### config.mk
export PLATFORM = sky130hd
export DESIGN_NAME = rom_port_arbiter
export DESIGN_NICKNAME = d
export VERILOG_FILES = /design/src/rtl/rom_port_arbiter.sv
export SDC_FILE = /design/constraint.sdc
export NUM_CORES = 1
export LEC_CHECK = 0
export BUFFER_PORTS_ARGS = -buffer_cell sky130_fd_sc_hd__buf_2
export CAP_MARGIN = 5
export CORE_MARGIN = 2
export CORE_UTILIZATION = 35
export DETAILED_ROUTE_END_ITERATION = 10
export PLACE_DENSITY = 0.58
export SLEW_MARGIN = 0
export SYNTH_ARGS = -nofsm -noshare
export SYNTH_HDL_FRONTEND = slang
export SYNTH_SLANG_ARGS = --single-unit
### constraint.sdc
create_clock -name clk -period 4 [get_ports clk]
set_clock_uncertainty 0.05 [all_clocks]
set_input_delay 0.2 -clock clk [delete_from_list [all_inputs] [get_ports clk]]
set_output_delay 0.2 -clock clk [all_outputs]
set_load 0.03 [all_outputs]
### src/rtl/rom_port_arbiter.sv
`default_nettype none
// ============================================================================
// Module   : rom_port_arbiter
// Purpose  : Shares one single-port game ROM/RAM between the HPS downloader,
//            video fetch and CPU; gates the game reset until download settles.
//            Optional download checksum: define ROM_ARBITER_CHECKSUM_EN.
// Revision : 1.0 - initial release
// ============================================================================
module rom_port_arbiter #(
  parameter int ADDR_W      = 14,
  parameter int ROM_SIZE    = 16384,
  parameter int HOLD_CYCLES = 1024
) (
  input  logic              clk,
  input  logic              reset_n,
  input  logic              dn_download,
  input  logic              dn_wr,
  input  logic [ADDR_W-1:0] dn_addr,
  input  logic [7:0]        dn_data,
  output logic              dn_wait,
  input  logic              vid_req,
  input  logic [ADDR_W-1:0] vid_addr,
  output logic              vid_ack,
  output logic [7:0]        vid_data,
  input  logic              cpu_req,
  input  logic [ADDR_W-1:0] cpu_addr,
  output logic              cpu_ack,
  output logic [7:0]        cpu_data,
  output logic [ADDR_W-1:0] mem_addr,
  output logic [7:0]        mem_din,
  output logic              mem_we,
  input  logic [7:0]        mem_q,
`ifdef ROM_ARBITER_CHECKSUM_EN
  output logic [7:0]        dn_sum,
  output logic              dn_sum_valid,
`endif
  output logic              game_reset_n
);

  localparam logic [1:0] S_IDLE = 2'd0;
  localparam logic [1:0] S_RD   = 2'd1;
  localparam logic [1:0] S_WR   = 2'd2;

  localparam int               CNT_W    = $clog2(HOLD_CYCLES + 1);
  localparam logic [CNT_W-1:0] CNT_INIT = CNT_W'(HOLD_CYCLES);
  localparam logic [CNT_W-1:0] CNT_ONE  = CNT_W'(1);

  logic [1:0]        state_q,    state_d;
  logic              buf_full_q, buf_full_d;
  logic [ADDR_W-1:0] buf_addr_q, buf_addr_d;
  logic [7:0]        buf_data_q, buf_data_d;
  logic              rd_cpu_q,   rd_cpu_d;
  logic              pend_q,     pend_d;
  logic              vid_ack_q,  vid_ack_d;
  logic              cpu_ack_q,  cpu_ack_d;
  logic [7:0]        vid_data_q, vid_data_d;
  logic [7:0]        cpu_data_q, cpu_data_d;
  logic [ADDR_W-1:0] mem_addr_q, mem_addr_d;
  logic [7:0]        mem_din_q,  mem_din_d;
  logic              mem_we_q,   mem_we_d;
  logic [CNT_W-1:0]  cnt_q,      cnt_d;

  logic w_in_range;
  logic w_accept;
  logic w_vid_busy;
  logic w_cpu_busy;

  assign w_in_range = (32'(dn_addr) < ROM_SIZE);
  assign w_accept   = dn_wr & w_in_range & ~buf_full_q;

  // A requester whose read is in flight or just acked still holds req high;
  // mask it so the same request is not granted twice.
  assign w_vid_busy = vid_ack_q | (pend_q & ~rd_cpu_q);
  assign w_cpu_busy = cpu_ack_q | (pend_q &  rd_cpu_q);

  always_comb begin
    state_d    = state_q;
    buf_full_d = buf_full_q;
    buf_addr_d = buf_addr_q;
    buf_data_d = buf_data_q;
    rd_cpu_d   = rd_cpu_q;
    pend_d     = (state_q == S_RD);
    vid_ack_d  = 1'b0;
    cpu_ack_d  = 1'b0;
    vid_data_d = vid_data_q;
    cpu_data_d = cpu_data_q;
    mem_addr_d = mem_addr_q;
    mem_din_d  = mem_din_q;
    mem_we_d   = 1'b0;

    if (w_accept) begin
      buf_full_d = 1'b1;
      buf_addr_d = dn_addr;
      buf_data_d = dn_data;
    end

    if (pend_q) begin
      if (rd_cpu_q) begin
        cpu_data_d = mem_q;
        cpu_ack_d  = 1'b1;
      end else begin
        vid_data_d = mem_q;
        vid_ack_d  = 1'b1;
      end
    end

    case (state_q)
      S_IDLE: begin
        if (buf_full_q) begin
          state_d    = S_WR;
          mem_addr_d = buf_addr_q;
          mem_din_d  = buf_data_q;
          mem_we_d   = 1'b1;
          buf_full_d = 1'b0;
        end else if (vid_req && !w_vid_busy && !dn_download) begin
          state_d    = S_RD;
          mem_addr_d = vid_addr;
          rd_cpu_d   = 1'b0;
        end else if (cpu_req && !w_cpu_busy && !dn_download) begin
          state_d    = S_RD;
          mem_addr_d = cpu_addr;
          rd_cpu_d   = 1'b1;
        end
      end
      S_RD:    state_d = S_IDLE;
      S_WR:    state_d = S_IDLE;
      default: state_d = S_IDLE;
    endcase
  end

  always_comb begin
    cnt_d = cnt_q;
    if (!reset_n || dn_download) begin
      cnt_d = CNT_INIT;
    end else if (cnt_q != '0) begin
      cnt_d = cnt_q - CNT_ONE;
    end
  end

  always_ff @(posedge clk) begin
    if (!reset_n) begin
      state_q    <= S_IDLE;
      buf_full_q <= 1'b0;
      buf_addr_q <= '0;
      buf_data_q <= '0;
      rd_cpu_q   <= 1'b0;
      pend_q     <= 1'b0;
      vid_ack_q  <= 1'b0;
      cpu_ack_q  <= 1'b0;
      vid_data_q <= '0;
      cpu_data_q <= '0;
      mem_addr_q <= '0;
      mem_din_q  <= '0;
      mem_we_q   <= 1'b0;
      cnt_q      <= CNT_INIT;
    end else begin
      state_q    <= state_d;
      buf_full_q <= buf_full_d;
      buf_addr_q <= buf_addr_d;
      buf_data_q <= buf_data_d;
      rd_cpu_q   <= rd_cpu_d;
      pend_q     <= pend_d;
      vid_ack_q  <= vid_ack_d;
      cpu_ack_q  <= cpu_ack_d;
      vid_data_q <= vid_data_d;
      cpu_data_q <= cpu_data_d;
      mem_addr_q <= mem_addr_d;
      mem_din_q  <= mem_din_d;
      mem_we_q   <= mem_we_d;
      cnt_q      <= cnt_d;
    end
  end

  assign dn_wait      = buf_full_q;
  assign vid_ack      = vid_ack_q;
  assign cpu_ack      = cpu_ack_q;
  assign vid_data     = vid_data_q;
  assign cpu_data     = cpu_data_q;
  assign mem_addr     = mem_addr_q;
  assign mem_din      = mem_din_q;
  assign mem_we       = mem_we_q;
  assign game_reset_n = reset_n & ~dn_download & (cnt_q == '0);

`ifdef ROM_ARBITER_CHECKSUM_EN
  logic       dl_q,        dl_d;
  logic [7:0] sum_q,       sum_d;
  logic       sum_valid_q, sum_valid_d;

  always_comb begin
    dl_d        = dn_download;
    sum_d       = sum_q;
    sum_valid_d = sum_valid_q;
    if (dn_download && !dl_q) begin
      sum_d       = '0;
      sum_valid_d = 1'b0;
    end
    if (w_accept) begin
      sum_d = sum_d + dn_data;
    end
    if (!dn_download && dl_q) begin
      sum_valid_d = 1'b1;
    end
  end

  always_ff @(posedge clk) begin
    if (!reset_n) begin
      dl_q        <= 1'b0;
      sum_q       <= '0;
      sum_valid_q <= 1'b0;
    end else begin
      dl_q        <= dl_d;
      sum_q       <= sum_d;
      sum_valid_q <= sum_valid_d;
    end
  end

  assign dn_sum       = sum_q;
  assign dn_sum_valid = sum_valid_q;
`endif

endmodule
`default_nettype wire

==> metrics.cfg, run 1 <==
[run_status]
status = finished clean

[cts]
cts_setup_buffers = 0
worstSkewPairLatency_ns = 0.35
cts.sinks = 79
cts_hold_buf = 0
ctsResizeCount = 0
path_clk_slew_ns = 0.09
htree_num_levels = 3
cts_root_buf = clkbuf_8
cts_buffers = 9
cts_tree = done
max-clock-path-buffers = 2

[layout]
final_cell_mix = buf_2, nand2_1, dfxtp_1
fin_cells = 605
final_layout_size_suffix_gt1_frac = 0.2672
n_fill_cell = 965
fin_area_um2 = 4070
final_common_cell = buf_2
final_util = 0.4426
antennaDiodeCount = 0
areaGrowthSynthToFinish_pct = 23.08
finalNetCount = 555

[min_path]
hold_class = primary input to flip-flop

[logic_synthesis]
synth_nets = 462
syn_avg_cell_area_um2 = 8.351
yosys_register_bits = 79
yosys_warnings = 0
netlist-cell-type-count = 41
netlist_instances = 396
ys_seq_area_frac = 0.4782
synth_area_um2 = 3307

[sta]
fin_crit_ns = 2.464
drv_slew = 0
fmax_ghz = 0.4059
setup_tns_ns = 0
setup_viol = 0
rsz0062_at_grt = no
slew_headroom = 0.4712
fin_crit_sh = 0.6159
tightest_slew_ns = 0.7912
finalHoldViolCount = 0

[drt]
firstDrtPassIters = 7
antenna_left = 0
vias = 3090
wl_mm = 8.737
routedWlPerCell_um = 14.44
drt_iter0_drc = 132
vias_per_cell = 5.107
post-route-drc-count = 0

[placed_design]
dp_cells = 589
port_buffers = 106
gp_congestion = 0.7364
post_dp_cell_area_um2 = 3890
dp_hpwl_mm = 6.083

[worst_setup_path]
slowest_delay_ns = 0.72
worstPathRequired_ns = 4.15
end_kind = flip-flop
slowest_stage = or3_1
crit_type = flip-flop to flip-flop
worstPathArrival_ns = 2.62
start_kind = flip-flop
cp_max_fo = 17
crit_chain = nand2b_1, or3_1, a21boi_2, o32ai_1

[global_routing]
grt.overflow.total = 0
first_global_vias = 2869
grt.total_usage = 0.1742
grt_pass1_wl_mm = 13.99
antenna_found_initial = 0
grt_max_degree = 50

[power_and_ir_drop]
p_leak_uw = 0.001714
peakVddDrop_mv = 0.1647
powerDensity_nw_per_um2 = 438.3

[floorplanning]
std_cell_rows = 35
coreArea_um2 = 9196
io_pins = 107
die-width_um = 101.2
fp.dieH_um = 101.2
dieArea_um2 = 10240
initial_core_util = 0.3596

[run]
max_cap_viol_count = 0

==> sequential cells by signal, summed over array words and instances (netlist names) <==
| register | flops |
|---|---|
| buf_addr_q | 14 |
| buf_data_q | 8 |
| cnt_q | 11 |
| cpu_ack | 1 |
| cpu_data | 8 |
| dn_wait | 1 |
| mem_addr | 14 |
| mem_din | 8 |
| mem_we | 1 |
| pend_q | 1 |
| rd_cpu_q | 1 |
| state_q | 2 |
| vid_ack | 1 |
| vid_data | 8 |
==> where the power goes <==
group / total, uW / internal, uW / switching [uW] / leakage, uW
Sequential: 873 / 839 / 34.4 / 0.000646
Clock: 550 / 232 / 319 / 0.0000789
Combinational: 360 / 137 / 223 / 0.000990
==> cell type report <==
| type | count | area, um2 | share of cell area |
|---|---|---|---|
| Clock buffer | 9 | 123.9 | 0.03043 |
| Clock inverter | 7 | 56.30 | 0.01383 |
| Inverter | 20 | 75.07 | 0.01844 |
| Multi-Input combinational cell | 269 | 1534 | 0.3769 |
| Sequential cell | 79 | 1582 | 0.3886 |
| Tap cell | 111 | 138.9 | 0.03412 |
| Timing Repair Buffer | 110 | 560.5 | 0.1377 |
==> through the flow <==
step	hold WS [ns]	setup slack, ns	power, uW
after detailed placement	0.3928	1.582	1252
final	0.03338	1.536	1784
after global routing	0.01177	1.307	1892
after floorplan	0.2658	2.055	1147
after CTS	0.01588	1.508	1808
after global placement	0.3893	1.661	1247
==> path summary, 6_finish.rpt <==
| kind | startpoint | endpoint | slack (ns) | cells past startpoint |
|---|---|---|---|---|
| min | dn_addr[2] | buf_addr_q[2] | 0.03 | 3 |
| max reg2reg | vid_ack | mem_addr[2] | 1.54 | 4 |
| max | vid_ack | mem_addr[2] | 1.54 | 4 |
| min reg2reg | state_q[1] | pend_q | 0.40 | 1 |
==> synth_stat cells, drive strengths merged <==
cell type,count,share of area
nor2,34,0.039
or2,1,0.0019
or4b,1,0.0030
dfxtp,79,0.48
nand2b,17,0.032
nor4b,1,0.0045
nor3,4,0.0061
clkbuf,21,0.024
or3,3,0.0057
nor4,1,0.0064
nand3,4,0.0061
nand2,83,0.094
ha,2,0.0076
a2111oi,2,0.0072
a211oi,3,0.0068
clkinv,1,0.0011
nand4,1,0.0019
o21ai,1,0.0015
xnor2,5,0.013
and2,1,0.0019
o311ai,14,0.037
or4,1,0.0023
nor3b,1,0.0023
a22o,8,0.021
mux2i,1,0.0030
a311oi,1,0.0026
a21boi,1,0.0034
a31o,1,0.0053
a21oi,42,0.064
a211o,1,0.0026
or3b,1,0.0026
inv,19,0.022
nor2b,2,0.0038
buf,7,0.012
o32ai,14,0.037
a31oi,3,0.0057
o31ai,14,0.032
==> cells by family after synthesis <==
| kind of cell | after synthesis | share of synthesized area |
|---|---|---|
| flops | 79 | 0.4782 |
| fa+ha+maj | 2 | 0.007566 |
| buf+inv | 48 | 0.05865 |
| xor+xnor | 5 | 0.01324 |
| simple gates | 156 | 0.2134 |
| mux | 1 | 0.003027 |
| compound gates | 105 | 0.2259 |
==> critical path: cells and delay by family (launching register included) <==
| family | cells | cell delay (ns) |
|---|---|---|
| simple gates | 2 | 1.14 |
| compound gates | 2 | 0.81 |
| flops | 1 | 0.32 |
==> routing by layer <==
metal | part of all wire | up-vias | global-route usage | wire length, um
met4 | 0.020 | 0 | 0.08004 | 172
met2 | 0.43 | 94 | 0.2527 | 3756
li1 | - | 1565 | - | -
met1 | 0.49 | 1418 | 0.2439 | 4259
met5 | 0 | - | 0 | 0
met3 | 0.063 | 13 | 0.04279 | 549
Power figures use the tool's default switching activity.
==> run 2: changes to the inputs <==
- ABC_AREA: unset -> 1
- PLACE_DENSITY: 0.58 -> 0.59
- clock period: 4 -> 2 ns (I/O delays scaled with it)
==> metrics.cfg, run 2 <==
[logic_synthesis]
synthFlopType = dfxtp_1  ; unchanged
synth_edf_count = 0  ; unchanged
synth_area_um2 = 3460  ; was 3307 um2
async_reset_ff_frac = 0  ; unchanged
synth_nets = 571  ; was 462
syn_avg_cell_area_um2 = 6.851  ; was 8.351 um2
synth_commonest_cells = nor2_1, nand2_1, dfxtp_1, inv_1, o21ai_0  ; was nand2_1, dfxtp_1, a21oi_1, nor2_1, clkbuf_1
ys_seq_area_frac = 0.4571  ; was 0.4782
netlist-cell-type-count = 24  ; was 41
yosysTopAreaCell = dfxtp_1  ; unchanged
synth_area_leaders = dfxtp_1, nor2_1, nand2_1, inv_1, o21ai_0  ; was dfxtp_1, nand2_1, a21oi_1, nor2_1, o311ai_1
yosys_warnings = 0  ; unchanged
netlist_instances = 505  ; was 396
synth_top_area_frac = 0.4571  ; was 0.4782
yosys.cell_count.top_type = nor2_1  ; was nand2_1
yosys_register_bits = 79  ; unchanged

[power_and_ir_drop]
p_switching_uw = 1177  ; was 575.9 uW
powerDensity_nw_per_um2 = 837.0  ; was 438.3 nW/um2
pwr-share-seq = 0.462  ; was 0.490
p_comb_frac = 0.222  ; was 0.202
p_total_uw = 3845  ; was 1784 uW
peakVddDrop_mv = 0.3136  ; was 0.1647 mV
swShare = 0.3061  ; was 0.3228
p_leak_uw = 0.002389  ; was 0.001714 uW
pwr-share-clk = 0.316  ; was 0.309
p_int_uw = 2668  ; was 1208 uW

[drt]
antenna_left = 0  ; unchanged
drt_iter0_drc = 113  ; was 132
vias_per_cell = 4.334  ; was 5.107
firstDrtPassIters = 5  ; was 7
routedWlPerCell_um = 11.47  ; was 14.44 um
vias = 3350  ; was 3090
post-route-drc-count = 0  ; unchanged
wl_mm = 8.863  ; was 8.737 mm

[floorplanning]
die-width_um = 103.4  ; was 101.2 um
fp.dieH_um = 103.4  ; was 101.2 um
std_cell_rows = 36  ; was 35
initial_core_util = 0.3572  ; was 0.3596
io_pins = 107  ; unchanged
dieArea_um2 = 10700  ; was 10240 um2
coreArea_um2 = 9684  ; was 9196 um2

[placed_design]
gp_congestion = 0.8792  ; was 0.7364
post_dp_cell_area_um2 = 4094  ; was 3890 um2
port_buffers = 106  ; unchanged
dp_hpwl_mm = 6.427  ; was 6.083 mm

[global_routing]
first_global_vias = 3069  ; was 2869
use_met2 = 0.2769  ; was 0.2527
grt.overflow.total = 0  ; unchanged
use_met1 = 0.2241  ; was 0.2439
busiest_layer = met2  ; unchanged
use_met3 = 0.03360  ; was 0.04279
antenna_found_initial = 0  ; unchanged
grt.total_usage = 0.1699  ; was 0.1742
grt_pass1_wl_mm = 14.10  ; was 13.99 mm
grt_max_degree = 33  ; was 50

[worst_setup_path]
worstPathArrival_ns = 1.56  ; was 2.62 ns
reg2reg_to = mem_addr[5]  ; was mem_addr[2]
r2r_cells = 7  ; was 4
cp_max_fo = 5  ; was 17
slowest_delay_ns = 0.32  ; was 0.72 ns
startpoint = cnt_q[0]  ; was vid_ack
r2r_start = pend_q  ; was vid_ack
crit_type = flip-flop to primary output  ; was flip-flop to flip-flop
end_kind = primary output  ; was flip-flop
start_kind = flip-flop  ; unchanged
worstPathRequired_ns = 1.85  ; was 4.15 ns
crit_path_frequent_cell = inv_1
crit_chain = inv_1, ha_1, nand4_1, nor2_1, nand2_1, inv_1, buf_2  ; was nand2b_1, or3_1, a21boi_2, o32ai_1
worst-r2r-setup-slack_ns = 0.51  ; was 1.54 ns
critPathBufInv = 3  ; was 0
slowest_stage = dfxtp_1  ; was or3_1
critPathTopFamily = buffers and inverters  ; was simple AND/OR/NAND/NOR gates

[layout]
fin_area_um2 = 4593  ; was 4070 um2
final_layout_size_suffix_gt1_frac = 0.2156  ; was 0.2672
areaGrowthSynthToFinish_pct = 32.77  ; was 23.08%
final_cell_mix = nor2_1, buf_2, nand2_1  ; was buf_2, nand2_1, dfxtp_1
finalNetCount = 701  ; was 555
final_common_cell = nor2_1  ; was buf_2
final_util = 0.4743  ; was 0.4426
antennaDiodeCount = 0  ; unchanged

[min_path]
min_from = mem_q[2]  ; was dn_addr[2]
hold_end = cpu_data[2]  ; was buf_addr_q[2]
hold_class = primary input to flip-flop  ; unchanged
hold_depth = 3  ; unchanged

[sta]
fin_crit_sh = 0.8553
timing.hold.ws_ns = 0.01225  ; was 0.03338 ns
fmax_ghz = 0.5846
finalHoldViolCount = 0  ; unchanged
fin_crit_ns = 1.711
tightest_slew_ns = 0.4059  ; was 0.7912 ns
drv_slew = 0  ; unchanged
setup_viol = 0  ; unchanged
setup_tns_ns = 0  ; unchanged
rsz0062_at_grt = no  ; unchanged
slew_headroom = 0.7266  ; was 0.4712

[cts]
cts_root_buf = clkbuf_8  ; unchanged
worstSkewPairLatency_ns = 0.34  ; was 0.35 ns
cts_buffers = 9  ; unchanged
path_clk_slew_ns = 0.08  ; was 0.09 ns
htree_num_levels = 3  ; unchanged
cts.sinks = 79  ; unchanged
cts_tree = done  ; unchanged
max-clock-path-buffers = 2  ; unchanged

[run_status]
status = finished clean  ; unchanged

[run]
max_cap_viol_count = 0  ; unchanged

[run 2: cell count changes in the layout (fill, tap and decap cells not counted), moves of 17 or more]
cell           previous run  this run
nand3_1                   4        28
inv_1                    19        63
a21oi_1                  42         5
o21ai_0                   1        45
dlygate4sd3_1             0        29
nor2_1                   34       122
nand2b_1                 17         0
nand2_1                  83       102
[run 2: cell type report]
cell class	instances	area [um2]
tap	133	166.4
multi-input combinational	339	1526
clock buffer	12	155.1
sequential	79	1582
inverter	65	244.0
timing repair buffer	141	865.8
fill	994	5091
clock inverter	4	53.80
[run 2: repair_timing]
action	4_1_cts	5_1_grt
hold buffers	29	0
gates resized for setup	0	0
setup buffers	0	0
setup endpoints to repair	0	0
hold endpoints to repair	33	0
[run 2: cells by family (layout without fill, tap and decap cells)]
group                    after synthesis  after routing  synth area share
AO/OA/AOI/OAI                         50             50           0.07233
XOR/XNOR                               8              8           0.02025
flip-flops                            79             79            0.4571
AND/OR/NAND/NOR                      279            279            0.3414
adder cells (fa/ha/maj)                2              2          0.007232
buffers and inverters                 87            222            0.1016
[run 2: worst max path at each step]
stage,cells after the start,end,slack (ns)
2_1_floorplan,7,mem_addr[10],0.55
3_3_place_gp,7,mem_addr[1],0.54
3_5_place_dp,7,mem_addr[5],0.52
4_1_cts,7,game_reset_n,0.28
5_1_grt,7,game_reset_n,0.13
6_report,7,game_reset_n,0.29
[run 2: through the flow]
step | cells | setup WS, ns
finish | 773 | 0.2894
global route | 773 | 0.1254
CTS | 773 | 0.2792
detailed placement | 728 | 0.5236
global placement | 728 | 0.5412
floorplan | 505 | 0.5521
[run 2: power groups by stage]
stage	registers (uW)	clock network, uW	logic [uW]
after global routing	1790	1320	973
after detailed placement	1810	0	810
final	1780	1210	854
after CTS	1780	1260	858
after floorplan	1920	0	485
after global placement	1810	0	803
[run 2: per-layer routing]
layer	wire length, um	part of all wire
met5	0	0
met2	4233	0.48
met4	117	0.013
met1	4215	0.48
met3	297	0.034
[run 2: worst register-to-register path: cells and delay by family, from the launching register on]
kind / cells / cell delay, ns
AND/OR/NAND/NOR: 7 / 0.99
flip-flops: 1 / 0.35
==> run 3: changes to the inputs <==
- clock period: 2 -> 1.5 ns (I/O delays scaled with it)
==> metrics.cfg, run 3 (same netlist as run 2, synthesis figures left out) <==
[run_status]
status = finished clean  ; unchanged

[global_routing]
first_global_vias = 3037  ; was 3069
antenna_found_initial = 0  ; unchanged
busiest_layer = met2  ; unchanged
grt_pass1_wl_mm = 13.99  ; was 14.10 mm
use_met2 = 0.2591  ; was 0.2769
use_met1 = 0.2324  ; was 0.2241
grt.total_usage = 0.1685  ; was 0.1699
grt_max_degree = 65  ; was 33
grt.overflow.total = 0  ; unchanged
use_met3 = 0.03293  ; was 0.03360

[worst_setup_path]
crit_type = primary input to primary output  ; was flip-flop to primary output
worstPathRequired_ns = 1.37  ; was 1.85 ns
cp_max_fo = 4  ; was 5
start_kind = primary input  ; was flip-flop
worstPathArrival_ns = 1.34  ; was 1.56 ns
end_kind = primary output  ; unchanged

[sta]
finalHoldViolCount = 0  ; unchanged
rsz0062_at_grt = yes  ; was no
fin_crit_ns = 1.468
tightest_slew_ns = 0.5916  ; was 0.4059 ns
setup_tns_ns = 0  ; unchanged
slew_headroom = 0.6056  ; was 0.7266
fin_crit_sh = 0.9789
setup_viol = 0  ; unchanged
drv_slew = 0  ; unchanged
fmax_ghz = 0.6810

[cts]
cts.sinks = 79  ; unchanged
path_clk_slew_ns = 0.08  ; about the same
cts_buffers = 9  ; unchanged
htree_num_levels = 3  ; unchanged
cts_tree = done  ; unchanged
cts_root_buf = clkbuf_8  ; unchanged
max-clock-path-buffers = 2  ; unchanged
worstSkewPairLatency_ns = 0.35  ; was 0.34 ns

[drt]
routedWlPerCell_um = 11.54  ; was 11.47 um
vias = 3485  ; was 3350
post-route-drc-count = 0  ; unchanged
antenna_left = 0  ; unchanged
drt_iter0_drc = 164  ; was 113
wl_mm = 9.131  ; was 8.863 mm
firstDrtPassIters = 5  ; unchanged
vias_per_cell = 4.406  ; was 4.334

[run]
max_cap_viol_count = 0  ; unchanged

[layout]
final_layout_size_suffix_gt1_frac = 0.2508  ; was 0.2156
antennaDiodeCount = 0  ; unchanged
multiInputGateArea_um2 = 1567  ; was 1526 um2
final_common_cell = nor2_1  ; unchanged
finalNetCount = 719  ; was 701
n_fill_cell = 989  ; was 994
final_cell_mix = nor2_1, buf_2, nand2_1  ; unchanged
areaGrowthSynthToFinish_pct = 38.44  ; was 32.77%
seq_area_um2 = 1584  ; was 1582 um2

[floorplanning]
std_cell_rows = 36  ; unchanged
initial_core_util = 0.3572  ; unchanged
io_pins = 107  ; unchanged
coreArea_um2 = 9684  ; unchanged
dieArea_um2 = 10700  ; unchanged
die-width_um = 103.4  ; unchanged
fp.dieH_um = 103.4  ; unchanged

[placed_design]
port_buffers = 106  ; unchanged
dp_hpwl_mm = 6.415  ; was 6.427 mm
gp_congestion = 0.8747  ; was 0.8792

[power_and_ir_drop]
p_leak_uw = 0.002479  ; was 0.002389 uW
powerDensity_nw_per_um2 = 1103  ; was 837.0 nW/um2
p_total_uw = 5281  ; was 3845 uW
peakVddDrop_mv = 0.5410  ; was 0.3136 mV

[min_path]
hold_class = primary input to flip-flop  ; unchanged

## run 3: cell types whose count changed in the layout (fill, tap and decap cells not counted), sizes merged
cell,change
dlygate4sd3,+3
inv,+2
clkbuf,-1
buf,+15
clkinv,-1
## run 3: routing by layer
layer | part of all wire | vias up | wire length, um
met2 | 0.46 | 64 | 4222
met4 | 0.022 | 0 | 199
met5 | 0 | - | 0
li1 | - | 1854 | -
met3 | 0.039 | 15 | 357
met1 | 0.48 | 1552 | 4352
## run 3: where the power goes
group	internal, uW	total, uW	switching (uW)
clock network	872	1680	813
registers	2270	2370	98.4
logic	481	1230	746
## run 3: path summary, 6_finish.rpt
kind,from,to,slack [ns],cells past startpoint
worst min register to register,state_q[1],pend_q,0.39,1
worst max register to register,cnt_q[0],cnt_q[10],0.13,9
worst min-delay path,reset_n,cnt_q[10],0.04,4
worst max-delay path,dn_download,game_reset_n,0.03,6
## run 3: worst max-delay path, cell delays in order
cell	delay (ns)
dlygate4sd3_1	0.53
buf_2	0.15
nor2_1	0.28
nand2_1	0.11
inv_2	0.07
buf_6	0.12
## run 3: layout make-up
class,instances,share of cell area
Clock buffer,11,0.03161
Clock inverter,5,0.01306
Inverter,65,0.05094
Multi-Input combinational cell,339,0.3271
Sequential cell,79,0.3307
Tap cell,133,0.03474
Timing Repair Buffer,159,0.2119
## run 3: what timing repair did
action	4_1_cts	5_1_grt
pin swaps	1	5
setup endpoints to repair	1	9
gates cloned	0	0
hold buffers	32	0
hold endpoints to repair	40	0
resized for setup	10	6
buffers inserted	5	4
## run 3: through the flow
stage	utilization	area (um2)	hold WS (ns)	setup slack, ns	instances
final	0.4946	4790	0.04261	0.03158	791
after CTS	0.4891	4737	0.03878	0.0008458	787
after detailed placement	0.4274	4139	0.2510	0.06948	734
after global routing	0.4946	4790	0.07819	-0.09851	791
after floorplan	-	3460	0.1553	0.05214	505
after global placement	0.4274	4139	0.2473	0.07880	734
